File: src/rtl/stream_rr_arbiter_pkg.sv
// Shared types and helpers for the round-robin stream arbiter.
package stream_arb_pkg;

    typedef enum logic {
        ARB_IDLE,
        ARB_LOCKED
    } arb_state_t;

    // Next index in round-robin order, wrapping at n-1 rather than at a power of two.
    function automatic int wrap_inc(input int i, input int n);
        return (i + 1 >= n) ? 0 : i + 1;
    endfunction

endpackage

File: src/rtl/stream_rr_arbiter_if.sv
// Bundle of the N upstream valid/ready lanes and the single merged downstream stream.
interface stream_rr_arbiter_if #(
    parameter int N  = 4,
    parameter int L  = 8,
    parameter int IW = (N > 1) ? $clog2(N) : 1
);

    logic [N-1:0]   valid_f;
    logic [N*L-1:0] data_f;
    logic [N-1:0]   last_f;
    logic [N-1:0]   ready_f;

    logic           valid_b;
    logic [L-1:0]   data_b;
    logic           last_b;
    logic [IW-1:0]  id_b;
    logic           ready_b;

    // Requesters plus downstream consumer.
    modport master (
        output valid_f, data_f, last_f, ready_b,
        input  ready_f, valid_b, data_b, last_b, id_b
    );

    // The arbiter itself.
    modport slave (
        input  valid_f, data_f, last_f, ready_b,
        output ready_f, valid_b, data_b, last_b, id_b
    );

endinterface

File: src/rtl/stream_rr_arbiter_pick.sv
// Combinational round-robin picker: first set request at or after ptr, wrapping at N-1.
module rr_pick #(
    parameter int N  = 4,
    parameter int IW = 2
) (
    input  logic [N-1:0]  req,
    input  logic [IW-1:0] ptr,
    output logic [IW-1:0] gnt_idx,
    output logic          any
);

    logic [N-1:0]  rot;
    logic [IW-1:0] off;
    logic [IW:0]   sum;

    // Rotate a doubled request vector so ptr lands at bit 0, find the lowest set bit, then un-rotate.
    always_comb begin
        rot = N'({req, req} >> ptr);
        off = '0;
        for (int k = N - 1; k >= 0; k--) begin
            if (rot[k]) begin
                off = IW'(k);
            end
        end
        sum = {1'b0, ptr} + {1'b0, off};
        if (sum >= (IW + 1)'(N)) begin
            sum = sum - (IW + 1)'(N);
        end
        gnt_idx = sum[IW-1:0];
        any     = |req;
    end

endmodule

File: src/rtl/stream_rr_arbiter.sv
// Round-robin merge of N valid/ready producers into one registered, id-tagged output stream.
module stream_rr_arbiter
    import stream_arb_pkg::*;
#(
    parameter int L   = 8,
    parameter int N   = 4,
    parameter int PKT = 0
) (
    input  logic                clk,
    input  logic                rst,
    stream_rr_arbiter_if.slave  bus
);

    localparam int IW = (N > 1) ? $clog2(N) : 1;

    arb_state_t    state_q, state_d;
    logic [IW-1:0] ptr_q, ptr_d;
    logic [IW-1:0] owner_q, owner_d;
    logic          valid_b_q, valid_b_d;
    logic [L-1:0]  data_b_q, data_b_d;
    logic          last_b_q, last_b_d;
    logic [IW-1:0] id_b_q, id_b_d;

    logic          load;
    logic [IW-1:0] pick_idx;
    logic          pick_any;
    logic [IW-1:0] g_idx;
    logic [L-1:0]  g_data;
    logic          g_last;
    logic          g_valid;
    logic          g_ok;
    logic          xfer;
    logic [N-1:0]  ready_f;

    rr_pick #(
        .N  (N),
        .IW (IW)
    ) u_pick (
        .req     (bus.valid_f),
        .ptr     (ptr_q),
        .gnt_idx (pick_idx),
        .any     (pick_any)
    );

    // Choose the candidate lane (owner while locked, round-robin pick otherwise) and decode ready_f.
    always_comb begin
        load    = !valid_b_q || bus.ready_b;
        g_idx   = (state_q == ARB_LOCKED) ? owner_q : pick_idx;
        g_ok    = (state_q == ARB_LOCKED) || pick_any;
        g_data  = '0;
        g_last  = 1'b0;
        g_valid = 1'b0;
        ready_f = '0;
        for (int i = 0; i < N; i++) begin
            if (IW'(i) == g_idx) begin
                g_data     = bus.data_f[i*L +: L];
                g_last     = bus.last_f[i];
                g_valid    = bus.valid_f[i];
                ready_f[i] = load && g_ok;
            end
        end
        xfer = g_valid && load && g_ok;
    end

    // Next-state logic for the output register, pointer and packet lock.
    always_comb begin
        state_d   = state_q;
        ptr_d     = ptr_q;
        owner_d   = owner_q;
        valid_b_d = valid_b_q;
        data_b_d  = data_b_q;
        last_b_d  = last_b_q;
        id_b_d    = id_b_q;
        if (xfer) begin
            valid_b_d = 1'b1;
            data_b_d  = g_data;
            last_b_d  = g_last | (PKT == 0);
            id_b_d    = g_idx;
            if (PKT == 0) begin
                ptr_d = IW'(wrap_inc(int'(g_idx), N));
            end else if (g_last) begin
                state_d = ARB_IDLE;
                ptr_d   = IW'(wrap_inc(int'(g_idx), N));
            end else if (state_q == ARB_IDLE) begin
                state_d = ARB_LOCKED;
                owner_d = g_idx;
            end
        end else if (bus.ready_b) begin
            valid_b_d = 1'b0;
        end
    end

    // All arbiter state and the output stage, with synchronous reset discarding any pending beat.
    always_ff @(posedge clk) begin
        if (rst) begin
            state_q   <= ARB_IDLE;
            ptr_q     <= '0;
            owner_q   <= '0;
            valid_b_q <= 1'b0;
            data_b_q  <= '0;
            last_b_q  <= 1'b0;
            id_b_q    <= '0;
        end else begin
            state_q   <= state_d;
            ptr_q     <= ptr_d;
            owner_q   <= owner_d;
            valid_b_q <= valid_b_d;
            data_b_q  <= data_b_d;
            last_b_q  <= last_b_d;
            id_b_q    <= id_b_d;
        end
    end

    assign bus.ready_f = ready_f;
    assign bus.valid_b = valid_b_q;
    assign bus.data_b  = data_b_q;
    assign bus.last_b  = last_b_q;
    assign bus.id_b    = id_b_q;

endmodule

File: src/flat_wrapper.sv
// flat-port wrapper written by rule: the top's interface ports become plain ports
module stream_rr_arbiter_flat import stream_arb_pkg::*;
#(
    parameter int L   = 8,
    parameter int N   = 4,
    parameter int PKT = 0
)
  (clk, rst, bus_valid_f, bus_data_f, bus_last_f, bus_ready_b, bus_ready_f, bus_valid_b, bus_data_b, bus_last_b, bus_id_b);
  stream_rr_arbiter_if #(.N(N), .L(L)) bus_i ();
  input  logic clk;
  input  logic rst;
  input wire logic [$bits(bus_i.valid_f)-1:0] bus_valid_f;
  input wire logic [$bits(bus_i.data_f)-1:0] bus_data_f;
  input wire logic [$bits(bus_i.last_f)-1:0] bus_last_f;
  input wire logic [$bits(bus_i.ready_b)-1:0] bus_ready_b;
  output wire logic [$bits(bus_i.ready_f)-1:0] bus_ready_f;
  output wire logic [$bits(bus_i.valid_b)-1:0] bus_valid_b;
  output wire logic [$bits(bus_i.data_b)-1:0] bus_data_b;
  output wire logic [$bits(bus_i.last_b)-1:0] bus_last_b;
  output wire logic [$bits(bus_i.id_b)-1:0] bus_id_b;
  assign bus_i.valid_f = bus_valid_f;
  assign bus_i.data_f = bus_data_f;
  assign bus_i.last_f = bus_last_f;
  assign bus_i.ready_b = bus_ready_b;
  assign bus_ready_f = bus_i.ready_f;
  assign bus_valid_b = bus_i.valid_b;
  assign bus_data_b = bus_i.data_b;
  assign bus_last_b = bus_i.last_b;
  assign bus_id_b = bus_i.id_b;
  stream_rr_arbiter #(.L(L), .N(N), .PKT(PKT)) u_core (.clk(clk), .rst(rst), .bus(bus_i));
endmodule
File: config.mk
export PLATFORM = sky130hd
export DESIGN_NAME = stream_rr_arbiter_flat
export DESIGN_NICKNAME = d
export VERILOG_FILES = /design/src/rtl/stream_rr_arbiter_pkg.sv /design/src/rtl/stream_rr_arbiter_if.sv /design/src/rtl/stream_rr_arbiter_pick.sv /design/src/rtl/stream_rr_arbiter.sv /design/src/flat_wrapper.sv
export SDC_FILE = /design/constraint.sdc
export NUM_CORES = 1
export LEC_CHECK = 0
export ABC_AREA = 1
export CORE_ASPECT_RATIO = 1.75
export CORE_UTILIZATION = 38
export DETAILED_ROUTE_END_ITERATION = 12
export GPL_TIMING_DRIVEN = 0
export HOLD_SLACK_MARGIN = 0.06
export PLACE_DENSITY_LB_ADDON = 0.05
export SKIP_LAST_GASP = 1
export SLEW_MARGIN = 0
export SYNTH_ARGS = -nofsm -noshare
export SYNTH_HDL_FRONTEND = slang
export SYNTH_SLANG_ARGS = --single-unit
File: constraint.sdc
create_clock -name clk -period 4.1 [get_ports clk]
set_clock_uncertainty 0.2 [all_clocks]
set_input_delay 0.82 -clock clk [delete_from_list [all_inputs] [get_ports clk]]
set_output_delay 0.82 -clock clk [all_outputs]
set_load 0.03 [all_outputs]
==> results of run 1 <==
## metal layers
layer  vias up  part of all wire (%)  wire [um]
li1        662                     -          -
met1       606                    35       1240
met2        66                    57       2030
met3        10                   5.6        201
met4         0                   3.1        111
met5         -                     0          0
## power groups by stage
stage	clock [W]	combinational, W	sequential, W
detailed placement	0	0.00130	0.000209
finish	0.000138	0.00133	0.000208
CTS	0.000139	0.00129	0.000206
floorplan	0	0.000873	0.000270
global route	0.000144	0.00147	0.000213
global placement	0	0.00127	0.000206
## synth_stat cells (all sizes together), types with 2 or more instances
cell    instances  area, um2
buf             5       37.5
nand3          28        158
o211ai          4       30.0
a21oi           7       35.0
nor2           23       93.8
nand2          40        193
dfxtp          14        280
nand3b          3       22.5
ha              2       25.0
o21ai           6       33.8
a22oi           9       67.6
inv            17       63.8
## per-stage QoR
stage,util [%],hold slack (ns),instances,TNS [ns],power [W]
3_3_place_gp,61.2,0.248,244,-6.32,0.00148
5_1_grt,64.0,0.294,248,0,0.00183
3_5_place_dp,61.2,0.249,244,-7.87,0.00151
6_report,64.0,0.270,248,0,0.00167
4_1_cts,63.2,0.267,248,-1.40,0.00164
2_1_floorplan,-,0.339,163,0,0.00114
## final cells by class
type                            count  area, um2
Tap cell                           27       33.8
Inverter                           17       63.8
Fill cell                         249        968
Buffer                              6       48.8
Clock buffer                        4       55.1
Sequential cell                    14        280
Multi-Input combinational cell    126        706
Timing Repair Buffer               54        534
## what timing repair did
action | 4_1_cts | 5_1_grt
gates resized for setup | 18 | 15
pin swaps | 0 | 0
endpoints found under the setup margin | 18 | 18
hold endpoints to repair | 0 | 0
## flip-flops by register name, summed over array words and instances, names as in the netlist
signal              flops
u_core.bus.data_b       8
u_core.bus.id_b         2
u_core.ptr_q            2
u_core.bus.last_b       1
u_core.bus.valid_b      1
## cell families after synthesis
family / Yosys count / share of synthesized area, %
and+or+nand+nor: 95 / 44.0
AOI/OAI and AO/OA: 28 / 16.8
buffers and inverters: 23 / 9.81
DFF: 14 / 26.2
adders and majority gates: 2 / 2.34
xor gates and xnor gates: 1 / 0.818
## path summary, 6_finish.rpt
check                                  from                                 to  slack, ns  depth (start not counted)
max                          bus_valid_f[2]                     bus_ready_f[1]       0.23                         16
min          u_core.bus.last_b$_SDFFE_PP0P_     u_core.bus.last_b$_SDFFE_PP0P_       0.27                          2
max reg2reg    u_core.ptr_q[0]$_SDFFE_PP0P_  u_core.bus.data_b[4]$_SDFFE_PP0P_       0.71                         20
min reg2reg  u_core.bus.last_b$_SDFFE_PP0P_     u_core.bus.last_b$_SDFFE_PP0P_       0.27                          2
## worst min-delay path, cell delays in order (launching register included)
cell and delay (ns):
dfxtp_1 0.33, o21ai_1 0.07, inv_1 0.04
==> flow_metrics.env, run 1 <==
export IMPL_outcome="completed"
export IMPL_drv_slew=0
export IMPL_die_area_um2=3040
export IMPL_ys_seq_area_share_pct=26.2
export IMPL_rows=25
export IMPL_cp_required_ns=3.08
export IMPL_drt_iter0_drc=25
export IMPL_insertion_delay_ns=0.25
export IMPL_slew_limit_headroom_pct=70.8
export IMPL_drc=0
export IMPL_cts_sinks=14
export IMPL_syn_area_um2=1070
export IMPL_routed_via_density=5.42
export IMPL_yosysWarnings=0
export IMPL_crit_chain="dlymetal6s2s_1 -> nand2_1 -> nand3_1 -> nand3_1 -> a21boi_1 -> ha_2 -> xnor2_2 -> inv_1 -> nand2_2 -> nand2_4 -> inv_2 -> ha_2 -> buf_6 -> inv_1 -> nor2_1 -> buf_4"
export IMPL_syn_area_per_cell_um2=6.57
export IMPL_groute_layer_met2_usage_pct=48.4
export IMPL_synthFlopType="dfxtp_1"
export IMPL_p_clk_share_pct=8.2
export IMPL_fin_nets=267
export IMPL_die_w_um=42.1
export IMPL_grt_pass1_wl_um=5910
export IMPL_async_flop_share_pct=0
export IMPL_worstSetupPathType="in2out"
export IMPL_antenna_cells=0
export IMPL_comb_power_share_pct=79.3
export IMPL_antenna_found_initial=0
export IMPL_p_per_area_nw_per_um2=970
export IMPL_cp_max_fo=10
export IMPL_path_clk_slew_ns=0.06
export IMPL_intPower_w=0.000759
export IMPL_fp_dieH_um=72.2
export IMPL_start_util_pct=39.8
export IMPL_wl_um=3580
export IMPL_place_congestion=0.828
export IMPL_yosys_register_bits=14
export IMPL_syn_nets=208
export IMPL_antenna_left=0
export IMPL_period_share_pct=94.5
export IMPL_setup_ws_ns=0.227
export IMPL_cp_slowest_stage_delay_ns=0.21
export IMPL_dpl_hpwl_um=2790
export IMPL_place_ws_ns=-1.02
export IMPL_fin_crit_ns=3.87
export IMPL_syn_inst=163
export IMPL_syn_to_final_growth_pct=60.7
export IMPL_worstSetupStartpointType="input pin"
export IMPL_core_area_um2=2690
export IMPL_vdd_ir_drop_max_v=0.000544
export IMPL_port_buffers=54
export IMPL_use_met3_pct=2.49
export IMPL_synth_cell_type_count=27
export IMPL_cts_tree="done"
export IMPL_cap_violations=0
export IMPL_drive_gt1_share_pct=15.4
export IMPL_crit_path_end_kind="output port"
export IMPL_cts_buffers=3
export IMPL_sw_frac_of_total_pct=54.6
export IMPL_p_switching_w=0.000912
export IMPL_max_slew_worst_pin_slew_ns=0.437
export IMPL_worstPathArrival_ns=2.85
export IMPL_grt_pass1_vias=1325
export IMPL_hold_viol=0
export IMPL_ctsHoldBuffers=0
export IMPL_fmax_ghz=0.258
export IMPL_rsz0062_at_grt="no"
export IMPL_post_cts_buffers=0
export IMPL_grt_busiest_layer="met2"
export IMPL_mostFrequentLayoutCells="46 x clkdlybuf4s50_1, 31 x nand2_1, 26 x nand3_1"
export IMPL_io_pins=59
export IMPL_grt_overflow_total=0
export IMPL_cts_buffer_depth=2
export IMPL_cts_root_buf="clkbuf_8"
export IMPL_dpl_cell_area_um2=1650
export IMPL_mostFrequentLayoutCell="clkdlybuf4s50_1"
export IMPL_h_tree_depth=1
export IMPL_synth_edf_count=0
export IMPL_track_usage_pct=25.2
export IMPL_wl_per_cell_um=14.4
export IMPL_grt_max_degree=11
export IMPL_timing_critical_path_buf_inv=6
export IMPL_cp_slowest_cell="ha_2"
export IMPL_first_pass_iters=4
export IMPL_crit_family="buffers and inverters"
export IMPL_vias=1344
export IMPL_use_met1_pct=26.1
export IMPL_p_seq_share_pct=12.4
export IMPL_p_leak_nw=0.788
export IMPL_stdcell_area_um2=1720
export IMPL_setup_viol=0
export IMPL_hold_class="reg2reg"
(Power assumes the default switching activity.)
==> run 2, diff against run 1 <==
CORE_MARGIN = 3   (was unset)
==> run 2 against run 1 <==
Net effect: design area about the same; largest cell class unchanged; clock power down 3%; sequential power about the same; global-route usage decreased by 5.9 points; core utilization is 2.7 points higher; count of clock-buffer cells in the layout unchanged; fmax down 0.53%.
==> flow_metrics.env, run 2 (same netlist as run 1, synthesis figures left out) <==
export IMPL_outcome="completed"
export IMPL_fin_crit_ns=3.89
export IMPL_fmax_ghz=0.257
export IMPL_drive_gt1_share_pct=14.0
export IMPL_syn_to_final_growth_pct=60.9
export IMPL_dpl_hpwl_um=2640
export IMPL_nFillCells=238
export IMPL_wl_um=3230
export IMPL_wl_per_cell_um=13.1
export IMPL_fin_cells=247
export IMPL_mostFrequentLayoutCells="46 x clkdlybuf4s50_1, 33 x nand2_1, 26 x nand3_1"
export IMPL_cp_max_fo=10
export IMPL_place_ws_ns=-0.868
export IMPL_worstPathArrival_ns=2.87
export IMPL_rows=24
export IMPL_die_area_um2=3520
export IMPL_hold_viol=0
export IMPL_antenna_cells=0
export IMPL_drc=0
export IMPL_total_power_w=0.00165
export IMPL_cts_buffer_depth=2
export IMPL_hold_class="reg2reg"
export IMPL_cp_required_ns=3.08
export IMPL_track_usage_pct=19.4
export IMPL_cts_sinks=14
export IMPL_crit_path_end_kind="output port"
export IMPL_cap_violations=0
export IMPL_p_per_area_nw_per_um2=959
export IMPL_fin_nets=267
export IMPL_core_area_um2=2580
export IMPL_h_tree_depth=1
export IMPL_dp_cells=243
export IMPL_setup_ws_ns=0.207
export IMPL_fin_hold_ws_ns=0.272
export IMPL_vdd_ir_drop_max_v=0.000629
export IMPL_vias=1258
export IMPL_drv_slew=0
export IMPL_slew_limit_headroom_pct=70.2
export IMPL_grt_pass1_wl_um=5310
export IMPL_post_cts_buffers=0
export IMPL_insertion_delay_ns=0.24
export IMPL_grt_pass1_vias=1225
export IMPL_antenna_left=0
export IMPL_period_share_pct=95.0
export IMPL_port_buffers=54
export IMPL_cts_root_buf="clkbuf_8"
export IMPL_start_util_pct=41.5
export IMPL_cts_tree="done"
export IMPL_fp_dieH_um=76.2
export IMPL_antenna_found_initial=0
export IMPL_place_congestion=0.739
export IMPL_path_clk_slew_ns=0.06
export IMPL_grt_overflow_total=0
export IMPL_first_pass_iters=6
export IMPL_rrSetupSlack_ns=0.73
export IMPL_mostFrequentLayoutCell="clkdlybuf4s50_1"
export IMPL_worstSetupPathType="in2out"
export IMPL_grt_max_degree=11
export IMPL_worstSetupStartpointType="input pin"
export IMPL_drt_iter0_drc=33
export IMPL_max_slew_worst_pin_slew_ns=0.445
export IMPL_routed_via_density=5.09
export IMPL_largest_reg_flops=8
export IMPL_p_leak_nw=0.796
export IMPL_setup_viol=0
export IMPL_die_w_um=46.1
export IMPL_cts_buffers=3
export IMPL_io_pins=59
export IMPL_fin_util_pct=66.7
[run 2: cell count changes in the layout (fill, tap and decap cells not counted)]
cell	delta
clkbuf_2	-1
dlymetal6s2s_1	+1
nand2_1	+2
nand2_2	-2
[run 2: final timing paths]
check / from / end / depth (start not counted)
worst max register to register: u_core.ptr_q[0]$_SDFFE_PP0P_ / u_core.bus.data_b[4]$_SDFFE_PP0P_ / 20
worst max-delay path: bus_valid_f[3] / bus_ready_f[1] / 17
worst min-delay path: u_core.bus.last_b$_SDFFE_PP0P_ / u_core.bus.last_b$_SDFFE_PP0P_ / 2
worst min register to register: u_core.bus.last_b$_SDFFE_PP0P_ / u_core.bus.last_b$_SDFFE_PP0P_ / 2
[run 2: metal layers]
| layer | GRT usage, % | share of wire, % |
|---|---|---|
| met3 | 5.44 | 6.8 |
| met5 | 0 | 0 |
| met1 | 21.5 | 35 |
| met4 | 2.28 | 1.6 |
| met2 | 35.2 | 56 |
[run 2: final cells by class]
| class | count | area [um2] | share of cell area, % |
|---|---|---|---|
| clock buffers | 4 | 55.1 | 3.20 |
| well taps | 26 | 32.5 | 1.89 |
| multi-input cells | 126 | 701 | 40.7 |
| flip-flops and latches | 14 | 280 | 16.3 |
| inverters | 17 | 63.8 | 3.70 |
| repair buffers | 54 | 542 | 31.4 |
| plain buffers | 6 | 48.8 | 2.83 |
[run 2: report_power, final]
group          switching [W]  total [W]  internal [W]
clock              0.0000489   0.000134     0.0000851
combinational       0.000817    0.00131      0.000496
sequential         0.0000233   0.000206      0.000182
[run 2: stage by stage]
stage	instance area (um2)	setup TNS, ns
after global placement	1640	-3.67
after CTS	1690	-0.296
after floorplan	1070	0
final	1720	0
after detailed placement	1640	-4.88
after global routing	1720	-0.0350
[run 2: critical path: stages]
cell,delay (ns)
dlymetal6s2s_1,0.18
nand2_1,0.11
nand3_1,0.08
nand2_1,0.08
nand3_1,0.08
a21boi_1,0.21
ha_2,0.23
xnor2_2,0.12
inv_1,0.07
nand2_2,0.08
nand2_4,0.09
inv_2,0.08
ha_2,0.19
buf_6,0.14
inv_1,0.04
nor2_1,0.10
buf_4,0.17
[run 2: what timing repair did]
action | 4_1_cts | 5_1_grt
gates resized for setup | 16 | 13
setup endpoints to repair | 7 | 18
pin swaps | 0 | 1
cloned | 0 | 0
hold buffers | 0 | 0
==> run 3, diff against run 2 <==
CAP_MARGIN = 40   (was unset)
CORE_UTILIZATION = 40   (was 38)
SYNTH_HIERARCHICAL = 1   (was unset)
==> run 3 against run 2 <==
Net effect: core utilization decreased by 0.42 points; count of clock-buffer cells in the layout is the same; design area up 7.1%; global-route usage decreased by 0.36 points; flip-flop and latch count unchanged; hold slack worse by 0.017 ns; register-to-register slack better by 0.39 ns; area after synthesis is 12% higher; synthesized cell count rose by 24%; first-iteration DRC count fell by 39%.
==> flow_metrics.env, run 3 <==
export IMPL_yosysTopAreaCellShare_pct=23.3
export IMPL_cap_violations=0
export IMPL_drt_iter0_drc=20
export IMPL_fmax_ghz=0.259
export IMPL_cp_slowest_stage_delay_ns=0.28
export IMPL_top_layer="met4"
export IMPL_outcome="completed"
export IMPL_ys_seq_area_share_pct=23.3
export IMPL_port_buffers=54
export IMPL_synth_edf_count=0
export IMPL_drive_gt1_share_pct=16.1
export IMPL_worstPathArrival_ns=2.83
export IMPL_place_congestion=0.820
export IMPL_vdd_ir_drop_max_v=0.000679
export IMPL_wl_met3_um=161
export IMPL_nFillCells=279
export IMPL_p_per_area_nw_per_um2=936
export IMPL_antenna_found_initial=0
export IMPL_async_flop_share_pct=0
export IMPL_crit_chain="dlygate4sd2_1 -> nand2_1 -> nand3_1 -> nand2_1 -> nand3_1 -> a21boi_1 -> ha_2 -> xor2_2 -> inv_1 -> nand3_1 -> nand2_2 -> ha_1 -> buf_6 -> inv_4 -> nor2_1 -> buf_2"
export IMPL_multi_input_area_um2=769
export IMPL_grt_pass1_wl_um=5380
export IMPL_synth_most_common_cell="nand2_1"
export IMPL_largest_reg_flops=8
export IMPL_synth_cell_type_count=23
export IMPL_fin_crit_ns=3.85
export IMPL_regArea_um2=280
export IMPL_yosys_register_bits=14
export IMPL_syn_area_um2=1200
export IMPL_worstSetupStartpointType="input pin"
export IMPL_track_usage_pct=19.0
export IMPL_fin_util_pct=66.3
export IMPL_core_area_um2=2780
export IMPL_hold_viol=0
export IMPL_dpl_cell_area_um2=1780
export IMPL_syn_to_final_growth_pct=53.6
export IMPL_m1WireLength_um=1350
export IMPL_netlist_top_cells_area="dfxtp_1 23%, nand2_1 22%, nor2_1 8.4%"
export IMPL_io_pins=59
export IMPL_cp_startpoint="bus_valid_f[0]"
export IMPL_fin_nets=310
export IMPL_yosys_top_cells_count="71 x nand2_1, 27 x nor2_1, 21 x inv_1"
export IMPL_antenna_left=0
export IMPL_path_clk_slew_ns=0.06
export IMPL_cts_root_buf="clkbuf_8"
export IMPL_dpl_hpwl_um=2590
export IMPL_cts_buffers=3
export IMPL_first_pass_iters=4
export IMPL_syn_area_per_cell_um2=5.95
export IMPL_h_tree_depth=1
export IMPL_vias=1312
export IMPL_p_leak_nw=0.933
export IMPL_cp_max_fo=10
export IMPL_wl_per_cell_um=11.2
export IMPL_rows=25
export IMPL_period_share_pct=94.0
export IMPL_grt_pass1_vias=1280
export IMPL_max_slew_worst_pin_slew_ns=0.323
export IMPL_synthFlopType="dfxtp_1"
export IMPL_cts_sinks=14
export IMPL_cp_common_cell="nand3_1"
export IMPL_syn_inst=202
export IMPL_setup_viol=0
export IMPL_routed_via_density=4.56
export IMPL_die_area_um2=3720
export IMPL_fp_dieH_um=78.5
export IMPL_antenna_cells=0
export IMPL_mostFrequentLayoutCells="70 x nand2_1, 46 x clkdlybuf4s50_1, 27 x nor2_1"
export IMPL_drc=0
export IMPL_worstSetupPathType="in2out"
export IMPL_rsz0062_at_grt="no"
export IMPL_hold_class="reg2reg"
export IMPL_yosys_area_top_type="dfxtp_1"
export IMPL_wl_um=3220
export IMPL_cts_tree="done"
export IMPL_regToRegEndpoint="u_core/bus.data_b[0]$_SDFFE_PP0P_"
export IMPL_grt_max_degree=11
export IMPL_yosysWarnings=6
export IMPL_slew_limit_headroom_pct=78.4
export IMPL_start_util_pct=43.1
export IMPL_cp_required_ns=3.08
export IMPL_timing_rr_start="u_core/ptr_q[0]$_SDFFE_PP0P_"
export IMPL_wl_met2_um=1670
export IMPL_mostFrequentLayoutCell="nand2_1"
export IMPL_rrSetupSlack_ns=1.12
export IMPL_cts_buffer_depth=2
export IMPL_drv_slew=0
export IMPL_cp_slowest_cell="dlygate4sd2_1"
export IMPL_crit_path_end="bus_ready_f[2]"
export IMPL_r2r_cells=19
export IMPL_insertion_delay_ns=0.24
export IMPL_syn_nets=250
export IMPL_grt_overflow_total=0
export IMPL_crit_path_end_kind="output port"
export IMPL_die_w_um=47.4
export IMPL_stdcell_area_um2=1850
-- run 3: cell count changes in the layout (fill, tap and decap cells not counted), sizes merged, moves of 4 or more --
cell,change
a21oi,+5
a22oi,-9
inv,+9
nand2,+37
nand3,-7
nor2,+5
o211ai,-4
o21ai,-6
or2,+9
-- run 3: worst min path at each step --
stage	slack, ns	from	to	cells after the start
2_1_floorplan	0.32	u_core/ptr_q[0]$_SDFFE_PP0P_	u_core/ptr_q[0]$_SDFFE_PP0P_	2
3_3_place_gp	0.24	u_core/bus.last_b$_SDFFE_PP0P_	u_core/bus.last_b$_SDFFE_PP0P_	2
3_5_place_dp	0.25	u_core/bus.last_b$_SDFFE_PP0P_	u_core/bus.last_b$_SDFFE_PP0P_	2
4_1_cts	0.26	u_core/bus.last_b$_SDFFE_PP0P_	u_core/bus.last_b$_SDFFE_PP0P_	2
5_1_grt	0.31	u_core/bus.last_b$_SDFFE_PP0P_	u_core/bus.last_b$_SDFFE_PP0P_	2
6_report	0.25	u_core/bus.last_b$_SDFFE_PP0P_	u_core/bus.last_b$_SDFFE_PP0P_	2
-- run 3: critical path, delay by kind of cell --
| family | cells | cell delay (ns) |
|---|---|---|
| simple gates | 7 | 0.59 |
| buf+inv | 5 | 0.73 |
| compound gates | 1 | 0.14 |
| fa+ha+maj | 2 | 0.40 |
| xor+xnor | 1 | 0.15 |
-- run 3: cells by family (layout without fill, tap and decap cells) --
family	count (synthesis)	after routing	share of synthesized area (%)
AND/OR/NAND/NOR	136	136	50.2
AO/OA/AOI/OAI	14	14	6.88
flip-flops	14	14	23.3
buffers and inverters	32	91	13.6
XOR/XNOR	1	1	0.729
adder cells (fa/ha/maj)	5	5	5.21
-- run 3: power breakdown --
part / switching (W) / leakage, nW / total, W / internal, W
sequential: 0.0000336 / 0.116 / 0.000223 / 0.000189
clock: 0.0000480 / 0.0288 / 0.000133 / 0.0000850
combinational: 0.000815 / 0.789 / 0.00137 / 0.000557
total: 0.000896 / 0.933 / 0.00173 / 0.000831
-- run 3: cell type report --
class	instances	area share [%]
Buffer	6	3.46
Tap cell	27	1.83
Multi-Input combinational cell	156	41.7
Inverter	26	5.42
Sequential cell	14	15.2
Timing Repair Buffer	55	29.4
Clock buffer	4	2.98
-- run 3: per-stage QoR --
stage,hold slack (ns),setup slack [ns],setup TNS (ns),power (W),cells
2_1_floorplan,0.319,0.579,0,0.00126,202
3_3_place_gp,0.240,-0.456,-1.75,0.00159,283
3_5_place_dp,0.250,-0.505,-1.91,0.00160,283
4_1_cts,0.258,0.00719,0,0.00174,288
5_1_grt,0.311,0.0818,0,0.00192,288
6_report,0.255,0.245,0,0.00173,288
-- run 3: layer usage --
metal	vias up	track usage, %
met3	4	2.52
met1	541	22.5
met5	-	0
li1	735	-
met2	32	32.7
met4	0	6.65
-- run 3: what timing repair did --
action / CTS / global route
endpoints found under the setup margin: 4 / 4
resized for setup: 20 / 6
cloned: 0 / 0
buffers inserted: 1 / 0
hold buffers: 0 / 0
